--- config.mk ---
export PLATFORM = sky130hd
export DESIGN_NAME = glitch_filter_bank
export DESIGN_NICKNAME = d
export VERILOG_FILES = /design/src/rtl/glitch_filter_bank.sv
export SDC_FILE = /design/constraint.sdc
export NUM_CORES = 1
export LEC_CHECK = 0
export BUFFER_PORTS_ARGS = -buffer_cell sky130_fd_sc_hd__buf_2
export CELL_PAD_IN_SITES_DETAIL_PLACEMENT = 0
export CELL_PAD_IN_SITES_GLOBAL_PLACEMENT = 2
export CORE_MARGIN = 3
export CORE_UTILIZATION = 40
export DETAILED_ROUTE_END_ITERATION = 12
export PLACE_DENSITY = 0.94
export SLEW_MARGIN = 20
export SYNTH_ARGS = -nofsm -noshare
export SYNTH_HDL_FRONTEND = slang
export SYNTH_SLANG_ARGS = --single-unit
--- constraint.sdc ---
create_clock -name clk_i -period 2.9 [get_ports clk_i]
set_input_delay 0.58 -clock clk_i [delete_from_list [all_inputs] [get_ports clk_i]]
set_output_delay 0.58 -clock clk_i [all_outputs]
set_load 0.02 [all_outputs]
--- src/rtl/glitch_filter_bank.sv ---
`timescale 1ns/1ps
// glitch_filter_bank
// N-channel input conditioner: each raw input is synchronized, then passed
// through a per-channel debounce filter whose window and edge selection are
// software-programmable. Output changes raise sticky status flags that feed
// one aggregated interrupt. All control goes through a byte-wide register
// port with a registered read path.
module glitch_filter_bank #(
  parameter int N           = 8,
  parameter int SYNC_STAGES = 2,
  localparam int NSR        = (N + 7) / 8,
  localparam int ADDR_W     = $clog2(N + NSR + 1)
) (
  input  logic              clk_i,
  input  logic              rst_i,
  input  logic              acc_en_i,
  input  logic              wr_en_i,
  input  logic [ADDR_W-1:0] addr_i,
  input  logic [7:0]        wdata_i,
  output logic [7:0]        rdata_o,
  input  logic [N-1:0]      data_in,
  output logic [N-1:0]      data_out,
  output logic              int_o
);

  // Register map: CFG[i] at i, STAT[k] at N+k, GCTRL right after STAT.
  localparam logic [31:0] STAT_BASE  = 32'(N);
  localparam logic [31:0] GCTRL_ADDR = 32'(N + NSR);

  // Synchronizer chain; stage 0 samples the raw pin.
  logic [SYNC_STAGES-1:0][N-1:0] sync_q, sync_d;

  // Per-channel configuration and filter state.
  logic [7:0]   cfg_q [N];
  logic [7:0]   cfg_d [N];
  logic [4:0]   cnt_q [N];
  logic [4:0]   cnt_d [N];
  logic [N-1:0] out_q, out_d;

  // Sticky event flags, one bit per channel.
  logic [N-1:0] stat_q, stat_d;

  // Global control, interrupt and read data.
  logic         en_q, en_d;
  logic         mode_q, mode_d;
  logic         int_q, int_d;
  logic [7:0]   rdata_q, rdata_d;

  // Decoded access and filter helpers.
  logic [31:0]  addr_ext;
  logic         rd_stb;
  logic         wr_stb;
  logic         gctrl_wr;
  logic [N-1:0] cfg_wr;
  logic [N-1:0] w1c;
  logic [N-1:0] s;
  logic [N-1:0] event_v;
  logic [7:0]   rd_val;

  assign addr_ext = 32'(addr_i);
  assign rd_stb   = acc_en_i & ~wr_en_i;
  assign wr_stb   = acc_en_i &  wr_en_i;
  assign s        = sync_q[SYNC_STAGES-1];

  // Shift the synchronizer chain every cycle, independent of the enable.
  always_comb begin
    sync_d = {sync_q[SYNC_STAGES-2:0], data_in};
  end

  // Decode writes: CFG select, STAT write-one-to-clear mask, GCTRL select.
  always_comb begin
    // NOTE: every combinational output gets a default before any branch, so no path leaves it unassigned and no latch is inferred.
    cfg_wr   = '0;
    w1c      = '0;
    gctrl_wr = 1'b0;
    for (int i = 0; i < N; i++) begin
      cfg_wr[i] = wr_stb && (addr_ext == 32'(i));
      w1c[i]    = wr_stb && (addr_ext == STAT_BASE + 32'(i / 8)) && wdata_i[i[2:0]];
    end
    gctrl_wr = wr_stb && (addr_ext == GCTRL_ADDR);
  end

  // Read mux; unmapped addresses and STAT bits beyond N return zero.
  always_comb begin
    rd_val = 8'h00;
    for (int i = 0; i < N; i++) begin
      if (addr_ext == 32'(i)) begin
        rd_val = cfg_q[i];
      end
      if (addr_ext == STAT_BASE + 32'(i / 8)) begin
        rd_val[i[2:0]] = stat_q[i];
      end
    end
    if (addr_ext == GCTRL_ADDR) begin
      rd_val = {6'b0, mode_q, en_q};
    end
  end

  // Per-channel debounce: an edge selected by FMODE must persist for WIN+1
  // cycles before it reaches the output; unselected edges pass immediately.
  always_comb begin
    out_d   = out_q;
    event_v = '0;
    for (int i = 0; i < N; i++) begin
      cnt_d[i] = cnt_q[i];
      if (!en_q || (s[i] == out_q[i])) begin
        cnt_d[i] = 5'd0;
      end else if ((s[i] ? cfg_q[i][0] : cfg_q[i][1]) && (cnt_q[i] < cfg_q[i][7:3])) begin
        cnt_d[i] = cnt_q[i] + 5'd1;
      end else begin
        out_d[i] = s[i];
        cnt_d[i] = 5'd0;
      end
      // Reprogramming a channel restarts its count; the new window takes
      // effect from the following edge.
      if (cfg_wr[i]) begin
        cnt_d[i] = 5'd0;
      end
      event_v[i] = (out_d[i] != out_q[i]) && cfg_q[i][2];
    end
  end

  // Register file, sticky status and interrupt generation.
  always_comb begin
    for (int i = 0; i < N; i++) begin
      cfg_d[i] = cfg_wr[i] ? wdata_i : cfg_q[i];
    end
    en_d    = gctrl_wr ? wdata_i[0] : en_q;
    mode_d  = gctrl_wr ? wdata_i[1] : mode_q;
    // A new event on the same edge as a clear of that bit keeps it set.
    stat_d  = (stat_q & ~w1c) | event_v;
    // Pulse mode flags only 0->1 transitions of STAT, so simultaneous sets
    // merge into one pulse; level mode follows the registered flags.
    int_d   = mode_q ? |(stat_d & ~stat_q) : |stat_q;
    rdata_d = rd_stb ? rd_val : rdata_q;
  end

  // State register with synchronous reset.
  always_ff @(posedge clk_i) begin
    if (rst_i) begin
      sync_q  <= '0;
      out_q   <= '0;
      stat_q  <= '0;
      en_q    <= 1'b0;
      mode_q  <= 1'b0;
      int_q   <= 1'b0;
      rdata_q <= 8'h00;
      // NOTE: the CFG/cnt arrays are software-visible registers, not RAM, so they are reset element by element like any other flop.
      for (int i = 0; i < N; i++) begin
        cfg_q[i] <= 8'h00;
        cnt_q[i] <= 5'd0;
      end
    end else begin
      // NOTE: all state updates use non-blocking assignment so every flop samples pre-edge values regardless of statement order.
      sync_q  <= sync_d;
      out_q   <= out_d;
      stat_q  <= stat_d;
      en_q    <= en_d;
      mode_q  <= mode_d;
      int_q   <= int_d;
      rdata_q <= rdata_d;
      for (int i = 0; i < N; i++) begin
        cfg_q[i] <= cfg_d[i];
        cnt_q[i] <= cnt_d[i];
      end
    end
  end

  assign data_out = out_q;
  assign rdata_o  = rdata_q;
  assign int_o    = int_q;

endmodule

==> summary.md, run 1 <==
| Metric | Value |
|---|---|
| CP max stage delay | around 0.4 ns |
| Crit start category | register |
| Gates resized, CTS repair | 0 |
| Final Cycle Share | 0.809 |
| Die height | 139 microns |
| Post-route DRC | 0 |
| Yosys top cell by area | dfxtp_1 |
| Worst Hold Class | primary input to register |
| Xor/xnor cell area share of the yosys netlist | 0.0395 |
| Clock Latency Late Sink | 0.43 ns |
| Total CTS buffers | 17 |
| Antenna diodes | 0 |
| Hold_ws | 0.358 ns |
| Critical Path Most Common Cell | inv_1 |
| Post-synthesis simple-gate area fraction | 0.210 |
| Post-Syn Nets | 906 |
| Overflow left after global routing | 0 |
| Total Neg Setup Slack | 0 ns |
| Post-CTS Setup Inserts | 0 |
| Main flop type after synthesis | dfxtp_1 |
| Post-DR wirelength/cell | between 15 and 20 microns |
| CP cell instances | inv_1 -> ha_1 -> a211oi_2 -> inv_1 -> o311a_1 -> a41o_1 -> o31a_1 |
| Main combinational cell family by area after synthesis | simple AND/OR/NAND/NOR gates |
| Pwr/cell area | about 550 nW/um^2 |
| Pins Over Slew Limit | 0 |
| Largest cells by area after synthesis | dfxtp_1 41%, ha_1 7.0%, mux2i_1 6.9%, nand2_1 5.0%, nor2_1 5.0% |
| Max rail drop VDD | 0.000545 V |
| CTS tree | built |
| RSZ-0062 raised after global routing | no |
| Clk sink count | 147 |
| Comb power frac | 0.052 |
| 1st-iter DRT viols | 483 |
| Clock Path Buffers | 2 |
| Worst EP required | 3.21 ns |
| Clock transition at path regs | approximately 0.06 ns |
| # H-tree levels | 4 |
| Total Die Area | a little under 20000 sq um |
| Yosys top cell area share | 0.414 |
| IO Port Bufs | 40 |
| Distinct cells, synth | roughly 60 |
| Final WL | 20000 microns |
| Period minus WS final | 2.35 ns |
| Mux share of post-synthesis cell area | 0.0738 |
| Top-Level Pins | 41 |
| Pre-Repair DR Iteration Count | 6 |
| Seq/Total Area, Yosys | 0.414 |
| Via count | 5896 |
| Switching Power | 1060 uW |
| Compound-Gate Fraction of Synth Area | 0.140 |
| Hold Vio Cnt, Final | 0 |
| Crit path max-delay cell type | dfxtp_1 |
| Share of cells above drive strength 1 | 0.115 |
| Clk_skew | 0.00748 ns |
| CP bufs+invs | 2 |
| Number of synthesized register bits | 147 |
| Num rows | 48 |
| Post-synth EDFFs | 0 |
| Tot GR Track Use | 0.209 |
| Maxcap violations | 0 |
| Vias per cell | 5.30 |
| Core Box Area | approximately 17000 sq um |
| Leakage Power | between 0.003 and 0.004 uW |
| Async S/R FF share, synth | 0 |
| Sequential cell fraction of total power | 0.456 |
| Pint | 3450 uW |
| Antenna violations before repair | 0 |
| Clk pwr share | 0.492 |
| Final ANT Viol Nets | 0 |
| Top post-synthesis cells by count | 147 x dfxtp_1, 95 x nand2_1, 94 x nor2_1 |
| Status | complete, no violations |
| CP max FO | 3 |
| Starting Density | 0.409 |
| Mapped cell area | 7100 sq um |
| Root Driver | clkbuf_16 |
| Arr. time, crit path | 2.66 ns |
| Vias in the first global route | 5549 |
| P&R area growth vs syn | 14.7% |
| Largest net degree at the start of global routing | between 100 and 150 |
| Die Wd | approximately 140 microns |
| Sw Share | 0.236 |
| Nets | 940 |
| Routability Congestion | 0.956 |
| Post-Synth Adder-Cell Area | 0.0705 |
| Crit path kind | register to register |
| Hold buffer count at cts | 0 |
| Syn Area/Cell | 8.43 sq um |
| Relative max-transition margin | 0.447 |
| Synthesized netlist cell count | 842 |
| Achievable Freq | 426 MHz |
| Least-Margin Pin Slew | 0.822 ns |
| Yosys warning count | 0 |
| Crit-path leading delay family | compound AO/OA/AOI/OAI gates |
| First-pass GRT wire length | 31600 microns |
| Crit. End Element | register |
| Cell with the most instances after synthesis | dfxtp_1 |
| # setup viols final | 0 |
| Hpwl dp | 14200 microns |
## worst reg2reg max path, stage by stage, from the launching register on
cell and delay [ns]:
dfxtp_1 0.41, inv_1 0.07, ha_1 0.33, a211oi_2 0.31, inv_1 0.07, o311a_1 0.38
a41o_1 0.32, o31a_1 0.34
## layout make-up
class	instances	area [sq um]
Fill cell	1693	9210
Tap cell	225	282
Clock inverter	10	123
Multi-Input combinational cell	604	3790
Inverter	47	176
Timing Repair Buffer	59	358
Sequential cell	147	2940
Clock buffer	21	470
## metrics by stage
step	power (uW)	worst slack [ns]	area, sq um	instances	utilization
floorplan	2250	0.947	7100	842	-
global placement	2340	0.423	7550	1082	0.435
detailed placement	2340	0.427	7550	1082	0.435
CTS	4550	0.562	8140	1113	0.469
global route	4670	0.474	8140	1113	0.469
finish	4520	0.553	8140	1113	0.469
## sequential cells by signal, indices dropped and copies added, names as in the netlist
| register | count |
|---|---|
| cnt_q | 40 |
| mode_q | 1 |
| en_q | 1 |
| cfg_q | 64 |
| sync_d | 8 |
| int_o | 1 |
| data_out | 8 |
| stat_q | 8 |
| rdata_o | 8 |
| s | 8 |
## layer usage
layer  track usage  wire [microns]  part of all wire
met3        0.0481            1110             0.055
met5             0               0                 0
met2         0.310            8710              0.44
met4        0.0690             350             0.018
met1         0.302            9820              0.49
## placed cells by master, fill, tap and decap left out, types with 4 or more instances in the layout
cell,n
a22oi_1,5
nor3_1,13
xnor2_1,8
xor2_1,24
nand2_1,95
buf_2,39
clkbuf_16,17
buf_4,19
nor2b_1,39
nand4_1,4
nand3_1,44
nor2_1,94
o21ai_0,37
a31oi_1,9
o22ai_1,5
ha_1,40
a21oi_1,68
nand2b_1,8
inv_1,46
mux2i_1,49
dfxtp_1,147
a211oi_1,4
a211o_1,10
## worst paths after layout
check / startpoint / to / slack, ns / cells past startpoint
max: cfg_q[0][15] / int_o / 0.55 / 7
max reg2reg: cfg_q[0][15] / int_o / 0.55 / 7
min: data_in[3] / sync_d[11] / 0.36 / 2
min reg2reg: sync_d[12] / s[4] / 0.43 / 1
## logic make-up (layout without fill, tap and decap cells)
family / Yosys count / after routing
flip-flops: 147 / 147
adder cells (fa/ha/maj): 40 / 40
XOR/XNOR: 32 / 32
AO/OA/AOI/OAI: 163 / 163
buffers and inverters: 91 / 137
multiplexers: 51 / 51
AND/OR/NAND/NOR: 318 / 318
## power groups by stage
stage,sequential [uW],clock [uW],combinational (uW)
finish,2060,2220,237
global route,2060,2360,256
CTS,2060,2250,235
detailed placement,2100,0,234
global placement,2100,0,235
floorplan,2100,0,148
Note: power is estimated with default switching activity, not from simulation.
==> run 2: changes to the inputs <==
--- a/config.mk
+++ b/config.mk
@@ -5,13 +5,14 @@
 export SDC_FILE = /design/constraint.sdc
 export NUM_CORES = 1
 export LEC_CHECK = 0
+export ABC_AREA = 1
 export BUFFER_PORTS_ARGS = -buffer_cell sky130_fd_sc_hd__buf_2
 export CELL_PAD_IN_SITES_DETAIL_PLACEMENT = 0
 export CELL_PAD_IN_SITES_GLOBAL_PLACEMENT = 2
 export CORE_MARGIN = 3
-export CORE_UTILIZATION = 40
+export CORE_UTILIZATION = 32
 export DETAILED_ROUTE_END_ITERATION = 12
-export PLACE_DENSITY = 0.94
+export PLACE_DENSITY = 0.86
 export SLEW_MARGIN = 20
 export SYNTH_ARGS = -nofsm -noshare
 export SYNTH_HDL_FRONTEND = slang
==> constraint.sdc (replaced) <==
create_clock -name clk_i -period 1.97 [get_ports clk_i]
set_input_delay 0.394 -clock clk_i [delete_from_list [all_inputs] [get_ports clk_i]]
set_output_delay 0.394 -clock clk_i [all_outputs]
set_load 0.02 [all_outputs]
==> run 2 against run 1 <==
Via count up 3.1%. Power up 51%. Count of clock-buffer cells in the layout unchanged. Non-clock buffer count up 2. Hold slack worse by 0.19 ns. First-iteration DRC count down 2.3%. Clock skew up 0.0033 ns. Die area up 24%. Worst setup slack worse by 0.38 ns. Critical path type unchanged. Largest cell class unchanged. Largest power group unchanged. Clock power up 54%.
==> summary.md, run 2 <==
| Metric | Value |
|---|---|
| Fin worst setup slack | 0.170 ns (was 0.553 ns) |
| Post-DR wirelength/cell | 15.3 microns (was 18.0 microns) |
| Largest cells by area after synthesis | dfxtp_1 42%, nand2_1 8.7%, a21oi_1 8.1%, ha_1 7.1%, inv_1 6.6% (was dfxtp_1 41%, ha_1 7.0%, mux2i_1 6.9%, nand2_1 5.0%, nor2_1 5.0%) |
| Leakage Power | 0.00341 uW (was 0.00310 uW) |
| P&R area growth vs syn | 17.4% (was 14.7%) |
| Pre-Repair DR Iteration Count | 5 (was 6) |
| Post-Syn Nets | 1034 (was 906) |
| Largest net degree at the start of global routing | 63 (was 109) |
| Number of synthesized register bits | 147 (unchanged) |
| Antenna violations before repair | 0 (unchanged) |
| Arr. time, crit path | 2.12 ns (was 2.66 ns) |
| IO Port Bufs | 40 (unchanged) |
| Clock Latency Late Sink | 0.42 ns (was 0.43 ns) |
| Fill cell count | 2284 (was 1693) |
| Post-route DRC | 0 (unchanged) |
| R2R Path Start | cfg_q[0][31] (was cfg_q[0][15]) |
| Core Box Area | 21400 sq um (was 17400 sq um) |
| Main flop type after synthesis | dfxtp_1 (unchanged) |
| Syn Area/Cell | 7.31 sq um (was 8.43 sq um) |
| Pwr/cell area | 822 nW/um^2 (was 555 nW/um^2) |
| Async S/R FF share, synth | 0 (unchanged) |
| Tot Pwr | 6830 uW (was 4520 uW) |
| Final Cycle Share | 0.914 (was 0.809) |
| Distinct cells, synth | 31 (was 61) |
| Die Wd | 155 microns (was 139 microns) |
| Crit start category | register (unchanged) |
| HP Start | data_in[6] (was data_in[3]) |
| CTS tree | built (unchanged) |
| Mapped cell area | 7090 sq um (was 7100 sq um) |
| Period minus WS final | 1.80 ns (was 2.35 ns) |
| Area occupied by multi-input gates | 3500 sq um (was 3790 sq um) |
| RSZ-0062 raised after global routing | no (unchanged) |
| Crit path kind | register to register (unchanged) |
| Final ANT Viol Nets | 0 (unchanged) |
| Least-Margin Pin Slew | 0.463 ns (was 0.822 ns) |
| Nets | 1083 (was 940) |
| Vias per cell | 4.65 (was 5.30) |
| Starting Density | 0.331 (was 0.409) |
| Total Die Area | 24000 sq um (was 19400 sq um) |
| Num rows | 53 (was 48) |
| Clk sink count | 147 (unchanged) |
| Tot GR Track Use | 0.173 (was 0.209) |
| Routability Congestion | 0.897 (was 0.956) |
| Die height | 155 microns (was 139 microns) |
| 1st-iter DRT viols | 472 (was 483) |
| Status | complete, no violations (unchanged) |
| Pins Over Slew Limit | 0 (unchanged) |
| Largest reg by FF count | cfg_q (unchanged) |
| Hpwl dp | 14700 microns (was 14200 microns) |
| # setup viols final | 0 (unchanged) |
| Top post-synthesis cells by count | 165 x nand2_1, 147 x dfxtp_1, 125 x inv_1 (was 147 x dfxtp_1, 95 x nand2_1, 94 x nor2_1) |
| CP max FO | 4 (was 3) |
| Crit path launch | cfg_q[0][31] (was cfg_q[0][15]) |
| Post-synth EDFFs | 0 (unchanged) |
| Antenna diodes | 0 (unchanged) |
| # H-tree levels | 4 (unchanged) |
| Overflow left after global routing | 0 (unchanged) |
| Relative max-transition margin | 0.691 (was 0.447) |
| Total Neg Setup Slack | 0 ns (unchanged) |
| DP Worst Slack | 0.0856 ns (was 0.427 ns) |
| Biggest regs | cfg_q: 64 flops, cnt_q: 40 flops (unchanged) |
| Achievable Freq | 555 MHz (was 426 MHz) |
| Hold buffer count at cts | 0 (unchanged) |
| Clock transition at path regs | 0.06 ns (about the same) |
| Clk_skew | 0.0108 ns (was 0.00748 ns) |
| Synthesized netlist cell count | 970 (was 842) |
| Via count | 6080 (was 5896) |
| Sequential cell area | 2950 sq um (was 2940 sq um) |
| Root Driver | clkbuf_16 (unchanged) |
| Hold Vio Cnt, Final | 0 (unchanged) |
| Seq/Total Area, Yosys | 0.415 (was 0.414) |
| Cell with the most instances after synthesis | nand2_1 (was dfxtp_1) |
| Largest register FFs | 64 (unchanged) |
| Commonest non-fill, non-tap cell in the layout | nand2_1 (was dfxtp_1) |
| Clock Path Buffers | 2 (unchanged) |
| Total CTS buffers | 17 (unchanged) |
| Crit. End Element | register (unchanged) |
| Final WL | 20000 microns (about the same) |
| Worst Hold Class | primary input to register (unchanged) |
| Share of cells above drive strength 1 | 0.116 (was 0.115) |
| Yosys top cell by area | dfxtp_1 (unchanged) |
| Commonest cells after routing, fill and taps aside | 165 x nand2_1, 145 x dfxtp_1, 125 x inv_1 (was 147 x dfxtp_1, 95 x nand2_1, 94 x nor2_1) |
| Maxcap violations | 0 (unchanged) |
| Worst EP required | 2.29 ns (was 3.21 ns) |
| First-pass GRT wire length | 32300 microns (was 31600 microns) |
| Top-Level Pins | 41 (unchanged) |
| Yosys top cell area share | 0.415 (was 0.414) |
| Max rail drop VDD | 0.000443 V (was 0.000545 V) |
| Vias in the first global route | 5782 (was 5549) |
| Yosys warning count | 0 (unchanged) |
## run 2: worst max-delay path: stages, from the launching register on
cell and delay (ns):
dfxtp_1 0.38, inv_1 0.08, ha_1 0.31, a21oi_1 0.16, nand4_1 0.19, nand3_1 0.17
nor2_1 0.05, nor2_1 0.09, nand2_1 0.10, nor2_1 0.11, nor2_1 0.07
## run 2: timing repair
| action | 4_1_cts | 5_1_grt |
|---|---|---|
| setup buffers | 0 | 3 |
| setup endpoints to repair | 0 | 1 |
| gates resized for setup | 0 | 2 |
| hold endpoints to repair | 0 | 0 |
## run 2: power breakdown
part,internal [uW],switching (uW)
sequential,3010,27.1
clock,2100,1320
combinational,114,259
## run 2: cells by family after synthesis
group | after synthesis | synth area share
DFF | 147 | 0.415
AOI/OAI and AO/OA | 199 | 0.142
buffers and inverters | 161 | 0.0911
and+or+nand+nor | 401 | 0.254
xor gates and xnor gates | 22 | 0.0272
adders and majority gates | 40 | 0.0706
## run 2: worst paths after layout
check	endpoint	slack (ns)	depth (start not counted)
setup / recovery	int_o	0.17	10
hold / removal	sync_d[14]	0.17	3
setup reg to reg	int_o	0.17	10
hold reg to reg	s[1]	0.40	2
## run 2: area by class of cell
type,count,share of cell area
repair buffers,61,0.0505
inverters,130,0.0590
well taps,275,0.0414
multi-input cells,662,0.421
clock buffers,21,0.0566
flip-flops and latches,147,0.354
clock inverters,11,0.0179
## run 2: routing by layer
| layer | global-route usage | vias to the layer above | share of wire |
|---|---|---|---|
| li1 | - | 3255 | - |
| met2 | 0.261 | 103 | 0.43 |
| met1 | 0.256 | 2708 | 0.52 |
| met4 | 0.0408 | 0 | 0.010 |
| met3 | 0.0316 | 14 | 0.040 |
| met5 | 0 | - | 0 |
## run 2: metrics by stage
stage | instances | hold WS (ns) | area (sq um) | utilization
2_1_floorplan | 970 | 0.388 | 7090 | -
3_3_place_gp | 1272 | 0.391 | 7670 | 0.358
3_5_place_dp | 1272 | 0.395 | 7670 | 0.358
4_1_cts | 1304 | 0.150 | 8290 | 0.387
5_1_grt | 1307 | 0.164 | 8320 | 0.388
6_report | 1307 | 0.165 | 8320 | 0.388
==> run 3: changes to the inputs <==
--- a/config.mk
+++ b/config.mk
@@ -9,6 +9,7 @@
 export BUFFER_PORTS_ARGS = -buffer_cell sky130_fd_sc_hd__buf_2
 export CELL_PAD_IN_SITES_DETAIL_PLACEMENT = 0
 export CELL_PAD_IN_SITES_GLOBAL_PLACEMENT = 2
+export CORE_ASPECT_RATIO = 1.5
 export CORE_MARGIN = 3
 export CORE_UTILIZATION = 32
 export DETAILED_ROUTE_END_ITERATION = 12
==> run 3 against run 2 <==
Hold slack worse by 0.0060 ns. Count of clock-buffer cells in the layout is 1 lower. Non-clock buffer count is 3 higher. Via count is 2.4% higher.
==> summary.md, run 3 (same netlist as run 2, synthesis figures left out) <==
| Metric | Value |
|---|---|
| Critical Path Most Common Cell | nor2_1 (unchanged) |
| Least-Margin Pin Slew | 0.448 ns (was 0.463 ns) |
| IO Port Bufs | 40 (unchanged) |
| Clk sink count | 147 (unchanged) |
| Vias in the first global route | 5937 (was 5782) |
| Final Cycle Share | 0.907 (was 0.914) |
| Largest net degree at the start of global routing | 63 (unchanged) |
| P&R area growth vs syn | 17.1% (was 17.4%) |
| CP max stage delay | 0.33 ns (was 0.38 ns) |
| First-pass GRT wire length | 32800 microns (was 32300 microns) |
| DP Worst Slack | 0.0839 ns (was 0.0856 ns) |
| # H-tree levels | 4 (unchanged) |
| Sw Share | 0.238 (was 0.235) |
| Max rail drop VDD | 0.000587 V (was 0.000443 V) |
| Largest register FFs | 64 (unchanged) |
| Die Wd | 128 microns (was 155 microns) |
| Comb power frac | 0.056 (was 0.055) |
| Fill cell count | 2307 (was 2284) |
| Clock Path Buffers | 2 (unchanged) |
| Pwr/cell area | 814 nW/um^2 (was 822 nW/um^2) |
| Pins Over Slew Limit | 0 (unchanged) |
| Final WL | 20800 microns (was 20000 microns) |
| Crit path max-delay cell type | ha_1 (was dfxtp_1) |
| Switching Power | 1610 uW (about the same) |
| Core Box Area | 21700 sq um (was 21400 sq um) |
| Arr. time, crit path | 2.12 ns (about the same) |
| Hpwl dp | 15300 microns (was 14700 microns) |
| Overflow left after global routing | 0 (unchanged) |
| Root Driver | clkbuf_16 (unchanged) |
| Post-route DRC | 0 (unchanged) |
| Commonest cells after routing, fill and taps aside | 164 x nand2_1, 146 x dfxtp_1, 125 x inv_1 (was 165 x nand2_1, 145 x dfxtp_1, 125 x inv_1) |
| Pre-Repair DR Iteration Count | 5 (unchanged) |
| CTS tree | built (unchanged) |
| Sequential cell fraction of total power | 0.449 (was 0.444) |
| Final ANT Viol Nets | 0 (unchanged) |
| Status | complete, no violations (unchanged) |
| Post-DR wirelength/cell | 15.9 microns (was 15.3 microns) |
| Clock Latency Late Sink | 0.44 ns (was 0.42 ns) |
| CP max FO | 5 (was 4) |
| Crit start category | register (unchanged) |
| Antenna diodes | 0 (unchanged) |
| Layout Utilization | 0.382 (was 0.388) |
| Nets | 1086 (was 1083) |
| RSZ-0062 raised after global routing | yes (was no) |
| Crit path kind | register to register (unchanged) |
| Worst EP required | 2.31 ns (was 2.29 ns) |
| Fin worst setup slack | 0.183 ns (was 0.170 ns) |
| Relative max-transition margin | 0.700 (was 0.691) |
| Hold Vio Cnt, Final | 0 (unchanged) |
| Pint | 5150 uW (was 5230 uW) |
| Top-Level Pins | 41 (unchanged) |
| Hold buffer count at cts | 0 (unchanged) |
| CP cell instances | inv_1 -> ha_1 -> a21oi_1 -> nand4_1 -> nand3_1 -> nand2_1 -> nor2_1 -> nand2_1 -> nor2_1 -> nor2_1 (was inv_1 -> ha_1 -> a21oi_1 -> nand4_1 -> nand3_1 -> nor2_1 -> nor2_1 -> nand2_1 -> nor2_1 -> nor2_1) |
| Clk pwr share | 0.495 (was 0.501) |
| Largest reg by FF count | cfg_q (unchanged) |
| Period minus WS final | 1.79 ns (was 1.80 ns) |
| Die height | 188 microns (was 155 microns) |
| Worst Hold Class | primary input to register (unchanged) |
| # setup viols final | 0 (unchanged) |
| Leakage Power | 0.00339 uW (was 0.00341 uW) |
| Maxcap violations | 0 (unchanged) |
| Clock transition at path regs | 0.06 ns (about the same) |
| Clk_skew | 0.0101 ns (was 0.0108 ns) |
| Achievable Freq | 559 MHz (was 555 MHz) |
| Via count | 6228 (was 6080) |
| Routability Congestion | 0.889 (was 0.897) |
| Total CTS buffers | 17 (unchanged) |
| Biggest regs | cfg_q: 64 flops, cnt_q: 40 flops (unchanged) |
| Commonest non-fill, non-tap cell in the layout | nand2_1 (unchanged) |
| Crit. End Element | register (unchanged) |
| Antenna violations before repair | 0 (unchanged) |
| Total Die Area | 24000 sq um (about the same) |
| Starting Density | 0.326 (was 0.331) |
| 1st-iter DRT viols | 425 (was 472) |
| Tot GR Track Use | 0.178 (was 0.173) |
| Vias per cell | 4.77 (was 4.65) |
| Num rows | 66 (was 53) |
| Share of cells above drive strength 1 | 0.118 (was 0.116) |
run 3: layout make-up:
class                   count  area, sq um  share of cell area
multi-input cells         662         3500               0.422
flip-flops and latches    147         2940               0.355
inverters                 130          490              0.0591
clock buffers              20          447              0.0538
repair buffers             64          418              0.0504
well taps                 272          340              0.0410
clock inverters            12          156              0.0189
run 3: path summary, 6_finish.rpt:
check                                  start          to  slack, ns  cells past startpoint
worst max-delay path            cfg_q[0][23]       int_o       0.18                     10
worst min-delay path              data_in[6]  sync_d[14]       0.16                      3
worst max register to register  cfg_q[0][23]       int_o       0.18                     10
worst min register to register    sync_d[14]        s[6]       0.40                      2
run 3: per-layer routing:
metal	vias up	routed length, microns	GRT usage
met2	110	10600	0.314
met5	-	0	0
li1	3259	-	-
met1	2821	8880	0.206
met3	38	552	0.0306
met4	0	786	0.0846
run 3: critical path, delay by kind of cell, from the launching register on:
family	cells	cell delay, ns
DFF	1	0.30
AOI/OAI and AO/OA	1	0.15
adders and majority gates	1	0.33
and+or+nand+nor	7	0.84
buffers and inverters	1	0.08
run 3: power groups by stage:
stage               Clock [uW]  Sequential [uW]  Combinational (uW)
floorplan                    0             3100                 211
global placement             0             3100                 377
detailed placement           0             3100                 378
CTS                       3420             3040                 379
global route              3530             3040                 418
finish                    3340             3040                 377
run 3: repair_timing:
action,CTS,global route
resized for setup,0,2
hold endpoints to repair,0,0
setup buffers,0,4
endpoints found under the setup margin,0,9
run 3: metrics by stage:
stage | total power, uW | instances | area [sq um] | hold slack (ns) | setup TNS [ns]
after floorplan | 3310 | 970 | 7090 | 0.388 | 0
after global placement | 3480 | 1271 | 7660 | 0.390 | 0
after global routing | 6980 | 1307 | 8300 | 0.156 | -0.0274
after detailed placement | 3480 | 1271 | 7660 | 0.395 | 0
after CTS | 6830 | 1303 | 8260 | 0.146 | 0
final | 6760 | 1307 | 8300 | 0.159 | 0
